## src/rtl/capture_sequencer_pkg.sv

```systemverilog
// capture_sequencer_pkg
//   Shared definitions for the segmented-capture sequencer: default widths and
//   the 3-bit FSM state encoding.
package capture_sequencer_pkg;

    localparam int unsigned SegWDefault  = 16;
    localparam int unsigned AddrWDefault = 30;
    localparam int unsigned TmoWDefault  = 32;

    typedef enum logic [2:0] {
        StIdle     = 3'd0,
        StArm      = 3'd1,
        StWaitTrig = 3'd2,
        StCapture  = 3'd3,
        StNext     = 3'd4,
        StDone     = 3'd5
    } seq_state_e;

endpackage

```

## src/rtl/capture_sequencer_if.sv

```systemverilog
// capture_sequencer_if
//   Groups the host register signals and the trigger_unit / capture-stop
//   handshake of the segmented-capture sequencer.
//   Host side:    start_i, abort_i, num_segments_i, base_addr_i, seg_stride_i,
//                 timeout_i in; seg_addr_o, seg_count_o, busy_o, done_o,
//                 timeout_o, aborted_o out.
//   Trigger side: arm_o out; armed_i, capture_go_i, capture_done_i in.
//   Modports: slave = the sequencer, master = the surrounding environment.
interface capture_sequencer_if
    import capture_sequencer_pkg::*;
#(
    parameter int unsigned SEG_W  = SegWDefault,
    parameter int unsigned ADDR_W = AddrWDefault,
    parameter int unsigned TMO_W  = TmoWDefault
) ();

    logic              start_i;
    logic              abort_i;
    logic [SEG_W-1:0]  num_segments_i;
    logic [ADDR_W-1:0] base_addr_i;
    logic [ADDR_W-1:0] seg_stride_i;
    logic [TMO_W-1:0]  timeout_i;
    logic              arm_o;
    logic              armed_i;
    logic              capture_go_i;
    logic              capture_done_i;
    logic [ADDR_W-1:0] seg_addr_o;
    logic [SEG_W-1:0]  seg_count_o;
    logic              busy_o;
    logic              done_o;
    logic              timeout_o;
    logic              aborted_o;

    modport slave (
        input  start_i, abort_i, num_segments_i, base_addr_i, seg_stride_i, timeout_i,
        input  armed_i, capture_go_i, capture_done_i,
        output arm_o, seg_addr_o, seg_count_o, busy_o, done_o, timeout_o, aborted_o
    );

    modport master (
        output start_i, abort_i, num_segments_i, base_addr_i, seg_stride_i, timeout_i,
        output armed_i, capture_go_i, capture_done_i,
        input  arm_o, seg_addr_o, seg_count_o, busy_o, done_o, timeout_o, aborted_o
    );

endinterface

```

## src/rtl/seq_timeout_timer.sv

```systemverilog
// seq_timeout_timer
//   Loadable down-counter guarding the arm-to-trigger wait of one segment.
//   clk, reset   : clock, asynchronous active-high reset
//   i_load       : load i_load_val (takes priority over counting)
//   i_load_val   : timeout in cycles; 0 disables the timer
//   i_en         : decrement this cycle
//   o_zero       : the decrement in this cycle brings the count to zero
//   o_disabled   : last load value was 0 (wait forever)
module seq_timeout_timer #(
    parameter int unsigned W = 32
) (
    input  logic         clk,
    input  logic         reset,
    input  logic         i_load,
    input  logic [W-1:0] i_load_val,
    input  logic         i_en,
    output logic         o_zero,
    output logic         o_disabled
);

    logic [W-1:0] r_count;
    logic         r_disabled;

    always_ff @(posedge clk or posedge reset) begin
        if (reset) begin
            r_count    <= '0;
            r_disabled <= 1'b1;
        end else if (i_load) begin
            r_count    <= i_load_val;
            r_disabled <= (i_load_val == '0);
        end else if (i_en && !r_disabled && (r_count != '0)) begin
            r_count <= r_count - 1'b1;
        end
    end

    // Flag the final decrement so the FSM acts on the same edge the count hits 0.
    assign o_zero     = i_en && (r_count == W'(1));
    assign o_disabled = r_disabled;

endmodule

```

## src/rtl/capture_sequencer.sv

```systemverilog
// capture_sequencer
//   Segmented-capture controller: repeatedly arms the trigger unit, waits for
//   each capture to finish and steps the DDR write base by a fixed stride so
//   N captures land back-to-back in memory.
//   clk, reset : system clock, asynchronous active-high reset
//   seq_if     : capture_sequencer_if.slave (host parameters/status and the
//                trigger_unit / capture-stop handshake)
module capture_sequencer
    import capture_sequencer_pkg::*;
#(
    parameter int unsigned SEG_W  = SegWDefault,
    parameter int unsigned ADDR_W = AddrWDefault,
    parameter int unsigned TMO_W  = TmoWDefault
) (
    input logic                clk,
    input logic                reset,
    capture_sequencer_if.slave seq_if
);

    seq_state_e        r_state;
    logic              r_arm;
    logic [ADDR_W-1:0] r_seg_addr;
    logic [SEG_W-1:0]  r_seg_count;
    logic              r_busy;
    logic              r_done;
    logic              r_timeout;
    logic              r_aborted;
    logic [SEG_W-1:0]  r_num_seg;
    logic [ADDR_W-1:0] r_stride;
    logic [TMO_W-1:0]  r_tmo;

    seq_state_e        w_state_d;
    logic              w_arm_d;
    logic [ADDR_W-1:0] w_seg_addr_d;
    logic [SEG_W-1:0]  w_seg_count_d;
    logic              w_busy_d;
    logic              w_done_d;
    logic              w_timeout_d;
    logic              w_aborted_d;
    logic              w_latch;
    logic              w_tmr_load;
    logic [TMO_W-1:0]  w_tmr_load_val;
    logic              w_tmr_en;
    logic              w_tmr_zero;
    logic              w_tmr_disabled;
    logic              w_expire;
    logic              w_cap_idle;
    logic [SEG_W-1:0]  w_count_inc;

    seq_timeout_timer #(
        .W (TMO_W)
    ) u_timer (
        .clk        (clk),
        .reset      (reset),
        .i_load     (w_tmr_load),
        .i_load_val (w_tmr_load_val),
        .i_en       (w_tmr_en),
        .o_zero     (w_tmr_zero),
        .o_disabled (w_tmr_disabled)
    );

    assign w_expire    = w_tmr_zero && !w_tmr_disabled;
    assign w_cap_idle  = !seq_if.capture_go_i && !seq_if.capture_done_i;
    assign w_count_inc = r_seg_count + 1'b1;

    always_comb begin
        w_state_d      = r_state;
        w_arm_d        = r_arm;
        w_seg_addr_d   = r_seg_addr;
        w_seg_count_d  = r_seg_count;
        w_busy_d       = r_busy;
        // done_o trails the DONE state by one cycle; busy_o holds through it.
        w_done_d       = (r_state == StDone);
        w_timeout_d    = r_timeout;
        w_aborted_d    = r_aborted;
        w_latch        = 1'b0;
        w_tmr_load     = 1'b0;
        w_tmr_load_val = r_tmo;
        w_tmr_en       = 1'b0;

        unique case (r_state)
            StIdle: begin
                w_arm_d  = 1'b0;
                w_busy_d = 1'b0;
                if (seq_if.start_i && !seq_if.abort_i) begin
                    w_state_d      = StArm;
                    w_latch        = 1'b1;
                    w_seg_count_d  = '0;
                    w_seg_addr_d   = seq_if.base_addr_i;
                    w_busy_d       = 1'b1;
                    w_timeout_d    = 1'b0;
                    w_aborted_d    = 1'b0;
                    w_tmr_load     = 1'b1;
                    w_tmr_load_val = seq_if.timeout_i;
                    w_arm_d        = w_cap_idle;
                end
            end
            StArm: begin
                w_tmr_en = 1'b1;
                if (seq_if.abort_i) begin
                    w_aborted_d = 1'b1;
                    w_arm_d     = 1'b0;
                    w_state_d   = StDone;
                end else if (w_expire) begin
                    w_timeout_d = 1'b1;
                    w_arm_d     = 1'b0;
                    w_state_d   = StDone;
                end else if (r_arm && seq_if.armed_i) begin
                    w_arm_d   = 1'b1;
                    w_state_d = StWaitTrig;
                end else begin
                    // Raise arm only once the previous capture has fully released.
                    w_arm_d = r_arm || w_cap_idle;
                end
            end
            StWaitTrig: begin
                w_tmr_en = 1'b1;
                if (seq_if.abort_i) begin
                    w_aborted_d = 1'b1;
                    w_arm_d     = 1'b0;
                    w_state_d   = StDone;
                end else if (w_expire) begin
                    w_timeout_d = 1'b1;
                    w_arm_d     = 1'b0;
                    w_state_d   = StDone;
                end else if (seq_if.capture_go_i) begin
                    w_arm_d   = 1'b0;
                    w_state_d = StCapture;
                end else begin
                    w_arm_d = 1'b1;
                end
            end
            StCapture: begin
                w_arm_d = 1'b0;
                if (seq_if.abort_i) begin
                    w_aborted_d = 1'b1;
                    w_state_d   = StDone;
                end else if (seq_if.capture_done_i) begin
                    w_state_d = StNext;
                end
            end
            StNext: begin
                w_arm_d = 1'b0;
                if (seq_if.abort_i) begin
                    w_aborted_d = 1'b1;
                    w_state_d   = StDone;
                end else begin
                    w_seg_count_d = w_count_inc;
                    w_seg_addr_d  = r_seg_addr + r_stride;
                    if (w_count_inc == r_num_seg) begin
                        w_state_d = StDone;
                    end else begin
                        w_state_d  = StArm;
                        w_tmr_load = 1'b1;
                    end
                end
            end
            StDone: begin
                w_arm_d   = 1'b0;
                w_state_d = StIdle;
            end
            default: begin
                w_arm_d   = 1'b0;
                w_state_d = StIdle;
            end
        endcase
    end

    always_ff @(posedge clk or posedge reset) begin
        if (reset) begin
            r_state     <= StIdle;
            r_arm       <= 1'b0;
            r_seg_addr  <= '0;
            r_seg_count <= '0;
            r_busy      <= 1'b0;
            r_done      <= 1'b0;
            r_timeout   <= 1'b0;
            r_aborted   <= 1'b0;
        end else begin
            r_state     <= w_state_d;
            r_arm       <= w_arm_d;
            r_seg_addr  <= w_seg_addr_d;
            r_seg_count <= w_seg_count_d;
            r_busy      <= w_busy_d;
            r_done      <= w_done_d;
            r_timeout   <= w_timeout_d;
            r_aborted   <= w_aborted_d;
        end
    end

    // Parameters are captured once per sequence; a count of 0 means one segment.
    always_ff @(posedge clk or posedge reset) begin
        if (reset) begin
            r_num_seg <= '0;
            r_stride  <= '0;
            r_tmo     <= '0;
        end else if (w_latch) begin
            r_num_seg <= (seq_if.num_segments_i == '0) ? SEG_W'(1) : seq_if.num_segments_i;
            r_stride  <= seq_if.seg_stride_i;
            r_tmo     <= seq_if.timeout_i;
        end
    end

    assign seq_if.arm_o       = r_arm;
    assign seq_if.seg_addr_o  = r_seg_addr;
    assign seq_if.seg_count_o = r_seg_count;
    assign seq_if.busy_o      = r_busy;
    assign seq_if.done_o      = r_done;
    assign seq_if.timeout_o   = r_timeout;
    assign seq_if.aborted_o   = r_aborted;

endmodule
```

## src/flat_wrapper.sv

```systemverilog
// flat-port wrapper written by rule: the top's interface ports become plain ports
module capture_sequencer_flat import capture_sequencer_pkg::*;
#(
    parameter int unsigned SEG_W  = SegWDefault,
    parameter int unsigned ADDR_W = AddrWDefault,
    parameter int unsigned TMO_W  = TmoWDefault
)
  (clk, reset, seq_if_start_i, seq_if_abort_i, seq_if_num_segments_i, seq_if_base_addr_i, seq_if_seg_stride_i, seq_if_timeout_i, seq_if_armed_i, seq_if_capture_go_i, seq_if_capture_done_i, seq_if_arm_o, seq_if_seg_addr_o, seq_if_seg_count_o, seq_if_busy_o, seq_if_done_o, seq_if_timeout_o, seq_if_aborted_o);
  capture_sequencer_if #(.SEG_W(SEG_W), .ADDR_W(ADDR_W), .TMO_W(TMO_W)) seq_if_i ();
  input logic clk;
  input logic reset;
  input wire logic [$bits(seq_if_i.start_i)-1:0] seq_if_start_i;
  input wire logic [$bits(seq_if_i.abort_i)-1:0] seq_if_abort_i;
  input wire logic [$bits(seq_if_i.num_segments_i)-1:0] seq_if_num_segments_i;
  input wire logic [$bits(seq_if_i.base_addr_i)-1:0] seq_if_base_addr_i;
  input wire logic [$bits(seq_if_i.seg_stride_i)-1:0] seq_if_seg_stride_i;
  input wire logic [$bits(seq_if_i.timeout_i)-1:0] seq_if_timeout_i;
  input wire logic [$bits(seq_if_i.armed_i)-1:0] seq_if_armed_i;
  input wire logic [$bits(seq_if_i.capture_go_i)-1:0] seq_if_capture_go_i;
  input wire logic [$bits(seq_if_i.capture_done_i)-1:0] seq_if_capture_done_i;
  output wire logic [$bits(seq_if_i.arm_o)-1:0] seq_if_arm_o;
  output wire logic [$bits(seq_if_i.seg_addr_o)-1:0] seq_if_seg_addr_o;
  output wire logic [$bits(seq_if_i.seg_count_o)-1:0] seq_if_seg_count_o;
  output wire logic [$bits(seq_if_i.busy_o)-1:0] seq_if_busy_o;
  output wire logic [$bits(seq_if_i.done_o)-1:0] seq_if_done_o;
  output wire logic [$bits(seq_if_i.timeout_o)-1:0] seq_if_timeout_o;
  output wire logic [$bits(seq_if_i.aborted_o)-1:0] seq_if_aborted_o;
  assign seq_if_i.start_i = seq_if_start_i;
  assign seq_if_i.abort_i = seq_if_abort_i;
  assign seq_if_i.num_segments_i = seq_if_num_segments_i;
  assign seq_if_i.base_addr_i = seq_if_base_addr_i;
  assign seq_if_i.seg_stride_i = seq_if_seg_stride_i;
  assign seq_if_i.timeout_i = seq_if_timeout_i;
  assign seq_if_i.armed_i = seq_if_armed_i;
  assign seq_if_i.capture_go_i = seq_if_capture_go_i;
  assign seq_if_i.capture_done_i = seq_if_capture_done_i;
  assign seq_if_arm_o = seq_if_i.arm_o;
  assign seq_if_seg_addr_o = seq_if_i.seg_addr_o;
  assign seq_if_seg_count_o = seq_if_i.seg_count_o;
  assign seq_if_busy_o = seq_if_i.busy_o;
  assign seq_if_done_o = seq_if_i.done_o;
  assign seq_if_timeout_o = seq_if_i.timeout_o;
  assign seq_if_aborted_o = seq_if_i.aborted_o;
  capture_sequencer #(.SEG_W(SEG_W), .ADDR_W(ADDR_W), .TMO_W(TMO_W)) u_core (.clk(clk), .reset(reset), .seq_if(seq_if_i));
endmodule
```

## config.mk

```make
export PLATFORM = sky130hd
export DESIGN_NAME = capture_sequencer_flat
export DESIGN_NICKNAME = d
export VERILOG_FILES = /design/src/rtl/capture_sequencer_pkg.sv /design/src/rtl/capture_sequencer_if.sv /design/src/rtl/seq_timeout_timer.sv /design/src/rtl/capture_sequencer.sv /design/src/flat_wrapper.sv
export SDC_FILE = /design/constraint.sdc
export NUM_CORES = 1
export LEC_CHECK = 0
export CAP_MARGIN = 20
export CORE_MARGIN = 10
export CORE_UTILIZATION = 40
export DETAILED_ROUTE_END_ITERATION = 10
export PLACE_DENSITY = 0.69
export SLEW_MARGIN = 20
export SYNTH_ARGS = -nofsm -noshare
export SYNTH_HDL_FRONTEND = slang
export SYNTH_SLANG_ARGS = --single-unit
export TNS_END_PERCENT = 100
```

## constraint.sdc

```tcl
create_clock -name clk -period 16.2 [get_ports clk]
set_input_delay 4.05 -clock clk [delete_from_list [all_inputs] [get_ports clk]]
set_output_delay 4.05 -clock clk [all_outputs]
set_load 0.05 [all_outputs]
```

=== After elaboration in Yosys (flattened, before gate mapping) ===
Index checks and enable logic that the tools add are counted.

* Register bits after elaboration: 165
* Bits in latches: 0
* Bits in writable memories: 0
* ROM bits: 0
* Output and inout bits: 51
* Memories: 0

* Add/subtract/negate cells: 3
* Multiply operators: 0
* Divide/modulo/power cells: 0
* $lt $le $gt $ge: 0
* Equal/unequal tests: 15
* Shift-type cells: 0
* Muxes and demuxes: 43
* Bitwise operators: 0
* Reduce and logical (&&, ||, !) cells: 26

{| class="wikitable"
|+ Operator list
! kind !! count
|-
| 32-bit 2-to-1 mux || 4
|-
| 30-bit 2-to-1 mux || 2
|-
| 30-bit one-hot mux with 2 select lines || 1
|-
| 16-bit 2-to-1 mux || 3
|-
| 3-bit 2-to-1 mux || 11
|-
| 32-bit by 1-bit == test with 1-bit output (second input constant) || 1
|-
| 32-bit zero test || 1
|-
| 16-bit one-hot mux with 2 select lines || 1
|-
| 32-bit nonzero test || 1
|-
| 32-bit by 1-bit subtractor with 32-bit output (second input constant) || 1
|-
| 30-bit adder || 1
|-
| 16-bit by 1-bit adder with 16-bit output (second input constant) || 1
|-
| 16-bit == test || 1
|-
| 16-bit zero test || 1
|-
| 1-bit 2-to-1 mux || 16
|-
| 3-bit one-hot mux with 5 select lines || 1
|-
| 4-bit AND reduction || 2
|-
| 2-bit nonzero test || 4
|-
| 1-bit logical AND || 7
|-
| 3-bit by 2-bit == test with 1-bit output (second input constant) || 2
|-
| 3-bit == test (second input constant) || 2
|-
| 2-bit by 1-bit != test with 1-bit output (second input constant) || 3
|-
| 1-bit one-hot mux with 2 select lines || 3
|-
| 3-bit AND reduction || 2
|-
| other kinds (11) || 15
|}

=== Longest topological paths before layout ===
* Depth in word-level cells: 8
* Mapped depth: 13

=== Hierarchy ===
A second synthesis with hierarchy kept.

* Cell total of the unflattened synthesis: 1,182
* Area total of the unflattened synthesis: 9,675.5 um2

{| class="wikitable"
|+ Modules (own cells, without submodules)
! module !! times used !! cells an instance !! area each (um2) !! sequential area each (um2)
|-
| capture_sequencer || 1 || 930 || 7,537.2 || 3,303.2
|-
| seq_timeout_timer || 1 || 252 || 2,138.3 || 827.0
|}

=== Worst setup path after synthesis ===
Ideal clock, no wire load.

* Kind: in2reg
* Start point: input port seq_if_abort_i
* End point: register u_core.u_timer.r_disabled, in the netlist u_core.u_timer.o_disabled
* Arrival time: 6.391 ns
* Setup slack: 9.704 ns
* Stages on the path: 10
* Buffers on the path: 4
* Cell sequence: buf_2 nor2_1 and3_1 buf_2 buf_2 buf_2 mux2i_1 nand4_1 or4_1 o41ai_1

* Word-level cells in the longest chain between the ends: 5

{| class="wikitable"
|+ Ends and longest elaborated chain
! item !! RTL line !! text
|-
| start, declared || flat_wrapper.sv:13 || <nowiki>input wire logic [$bits(seq_if_i.abort_i)-1:0] seq_if_abort_i;</nowiki>
|-
| 1-bit zero test || capture_sequencer.sv:85 || <nowiki>if (seq_if.start_i && !seq_if.abort_i) begin</nowiki>
|-
| 1-bit logical AND || capture_sequencer.sv:85 ||
|-
| 32-bit 2-to-1 mux || capture_sequencer.sv:85 ||
|-
| 32-bit 2-to-1 mux || capture_sequencer.sv:81 || <nowiki>unique case (r_state)</nowiki>
|-
| 32-bit zero test || seq_timeout_timer.sv:30 || <nowiki>r_disabled <= (i_load_val == '0);</nowiki>
|-
| end signal, assigned || seq_timeout_timer.sv:30 ||
|-
| end, declared || seq_timeout_timer.sv:22 || <nowiki>logic r_disabled;</nowiki>
|}

Parallel ways exist; a longest one is shown, timed or not.
A chain may end at the register's enable or synchronous reset.

=== Worst setup path in the final report ===
Same ends and word-level chain as after synthesis.

==> metrics.yaml <==
worst_setup_path:
  end_kind: "flip-flop"
  critPathMaxFanout: 42
  crit_required_ns: 16.52
  arrival_ns: 7.52
  critPathKind: "input pin to flip-flop"
  crit_path_start_kind: "input pin"
final_layout:
  drive_above_1_share: 0.0558
  fin_area_sq_mm: 0.0119
  n_antenna_cell: 0
  area_delta_synth_final_pct: 27.1
  fin_util: 0.513
  fin_nets: 1355
clock_network:
  cts_tree: "yes"
  post_cts_buffers: 0
  cts_sinks: 165
  clockRootBuffer: "clkbuf_16"
  clockBufferDepth: 2
  path_clk_slew_ns: 0.07
  numCtsBuffers: 17
  insertion_delay_ns: 0.43
  cts_hold_buf: 0
  cts.repair.resized: 0
  htree_num_levels: 4
floorplanning:
  die_h_microns: 173
  initial_core_util: 0.404
  die_w_microns: 173
  rows: 56
  boundaryPins: 166
  core_area_sq_mm: 0.0233
  fp.dieArea_sq_mm: 0.0300
sta:
  fmax_ghz: 0.139
  drv_slew: 0
  max_slew_margin: 0.297
  fin_tns_setup_ns: 0
  setup_viol: 0
  hold_violations: 0
  fin_ws_ns: 9.00
  holdWs_ns: 0.486
  rsz0062_at_grt: "no"
  skew_ns: 0.0129
  period_share: 0.444
  worst_pin_slew_ns: 1.05
  period_needed_ns: 7.20
synth:
  yosysWarnings: 0
  synthesis.instances: 1063
  yosys-top-cells-area: "dfrtp_1, nand2_1, ha_1"
  syn_area_sq_mm: 0.00939
  syn-num-nets: 1212
  synth_top_flop_cell: "dfrtp_1"
  ys_ff_latch: 165
  synth-edff-count: 0
  synth.largest_area_cell: "dfrtp_1"
  async_flop_share: 1.00
  synth-seq-area-share: 0.440
  syn_avg_cell_area_sq_um: 8.83
  synthDistinctLibCells: 77
  synth_top_cell_area_share: 0.437
drt:
  dr_wl_met3_microns: 1460
  drc: 0
  drt-pass1-iter-count: 5
  drt-initial-drc-count: 602
  ant_nets: 0
  highest_layer: "met4"
  viasPerCell: 5.41
  wl_microns: 27800
  wl_per_cell_microns: 18.1
  met1_length_microns: 12600
  met2_length_microns: 13200
  vias: 8326
global_route:
  grt_max_degree: 90
  overflow: 0
  grt_use_total: 0.184
  grt_pass1_wl_microns: 45700
  antenna_found_initial: 0
  grt_pass1_vias: 8536
placement:
  gp_congestion: 0.873
  dp_hpwl_microns: 20100
  place_area_sq_mm: 0.0113
  dp_slack_ns: 8.56
  portBuffers: 165
power_and_ir_drop:
  powerDensity_mw_per_mm2: 195
  leakage_nw: 5.28
  peakVddDrop_mv: 0.0719
outcome:
  status: "finished, final reports clean"
flow_run:
  drv_cap: 0
worst_hold_path:
  hp-class: "flip-flop to flip-flop"
-- worst max-delay path: stages --
cell and delay (ns):
clkdlybuf4s50_1 0.56, nor2_1 0.32, nand3_2 0.49, buf_4 0.50, nand2_1 0.14, nand2_1 0.09
or4_1 0.54, or4_1 0.47, o41ai_1 0.31
-- cells by family after synthesis --
family / Yosys count / synth area share
and+or+nand+nor: 450 / 0.223
AOI/OAI and AO/OA: 243 / 0.166
DFF: 165 / 0.440
buffers and inverters: 84 / 0.0376
xor gates and xnor gates: 65 / 0.0635
adders and majority gates: 34 / 0.0461
muxes: 22 / 0.0234
-- final timing paths --
path | from | endpoint | slack [ns] | cells after the start
max | seq_if_abort_i | u_core.u_timer.o_disabled | 9.00 | 9
min | u_core.r_stride[9] | u_core.r_stride[9] | 0.49 | 2
max reg2reg | u_core.seq_if.seg_count_o[0] | u_core.u_timer.r_count[30] | 11.57 | 10
min reg2reg | u_core.r_stride[9] | u_core.r_stride[9] | 0.49 | 2
max in group asynchronous | reset | u_core.seq_if.seg_count_o[10] | 10.83 | 3
min in group asynchronous | reset | u_core.r_tmo[26] | 4.17 | 2
-- layer usage --
| metal | vias to the layer above | track usage |
|---|---|---|
| met3 | 31 | 0.0396 |
| met2 | 233 | 0.302 |
| met4 | 0 | 0.0510 |
| met1 | 4051 | 0.240 |
| li1 | 4011 | - |
| met5 | - | 0 |
-- registers in the layout (all words and copies together) (netlist names), 3 cells and up --
register / flops
u_core.r_tmo: 32
u_core.u_timer.r_count: 32
u_core.r_stride: 30
u_core.seq_if.seg_addr_o: 30
u_core.r_num_seg: 16
u_core.seq_if.seg_count_o: 16
u_core.r_state: 3
-- layout by cell type (no fill, tap or decap), types with 20 or more instances in the layout --
cell type	instances
nand2_1	246
clkdlybuf4s50_1	165
dfrtp_1	164
nor2_1	71
o21ai_0	71
a21oi_1	59
xnor2_1	43
inv_1	36
ha_1	33
mux2i_1	22
nand3_1	21
xor2_1	20
-- power breakdown --
| group | switching [mW] | leakage, nW | internal, mW |
|---|---|---|---|
| Combinational | 0.712 | 2.93 | 0.462 |
| Clock | 0.174 | 0.287 | 0.245 |
| Sequential | 0.147 | 2.06 | 0.588 |
| Total | 1.03 | 5.28 | 1.30 |
-- final cells by class --
type | count | area, sq um
sequential | 165 | 4130
inverter | 37 | 144
clock buffer | 23 | 488
tap | 319 | 399
fill | 2213 | 11300
multi-input combinational | 814 | 4930
timing repair buffer | 171 | 1720
clock inverter | 9 | 118
-- Yosys cell counts (all sizes together), types with 9 or more instances --
cell type    n
a21o        12
a21oi       59
a22oi       16
a31oi       14
and3         9
buf         13
clkbuf      34
dfrtp      164
ha          33
inv         37
mux2i       22
nand2      246
nand3       24
nand4       10
nor2        75
nor3        15
nor4        15
o21ai       74
or4         16
xnor2       43
xor2        20
-- metrics by stage --
| step | cells | total power [mW] |
|---|---|---|
| 3_3_place_gp | 1505 | 1.88 |
| 5_1_grt | 1538 | 2.51 |
| 4_1_cts | 1537 | 2.33 |
| 3_5_place_dp | 1505 | 1.90 |
| 2_1_floorplan | 1063 | 1.57 |
| 6_report | 1538 | 2.33 |
No activity file was read; power rests on OpenSTA's default activity.
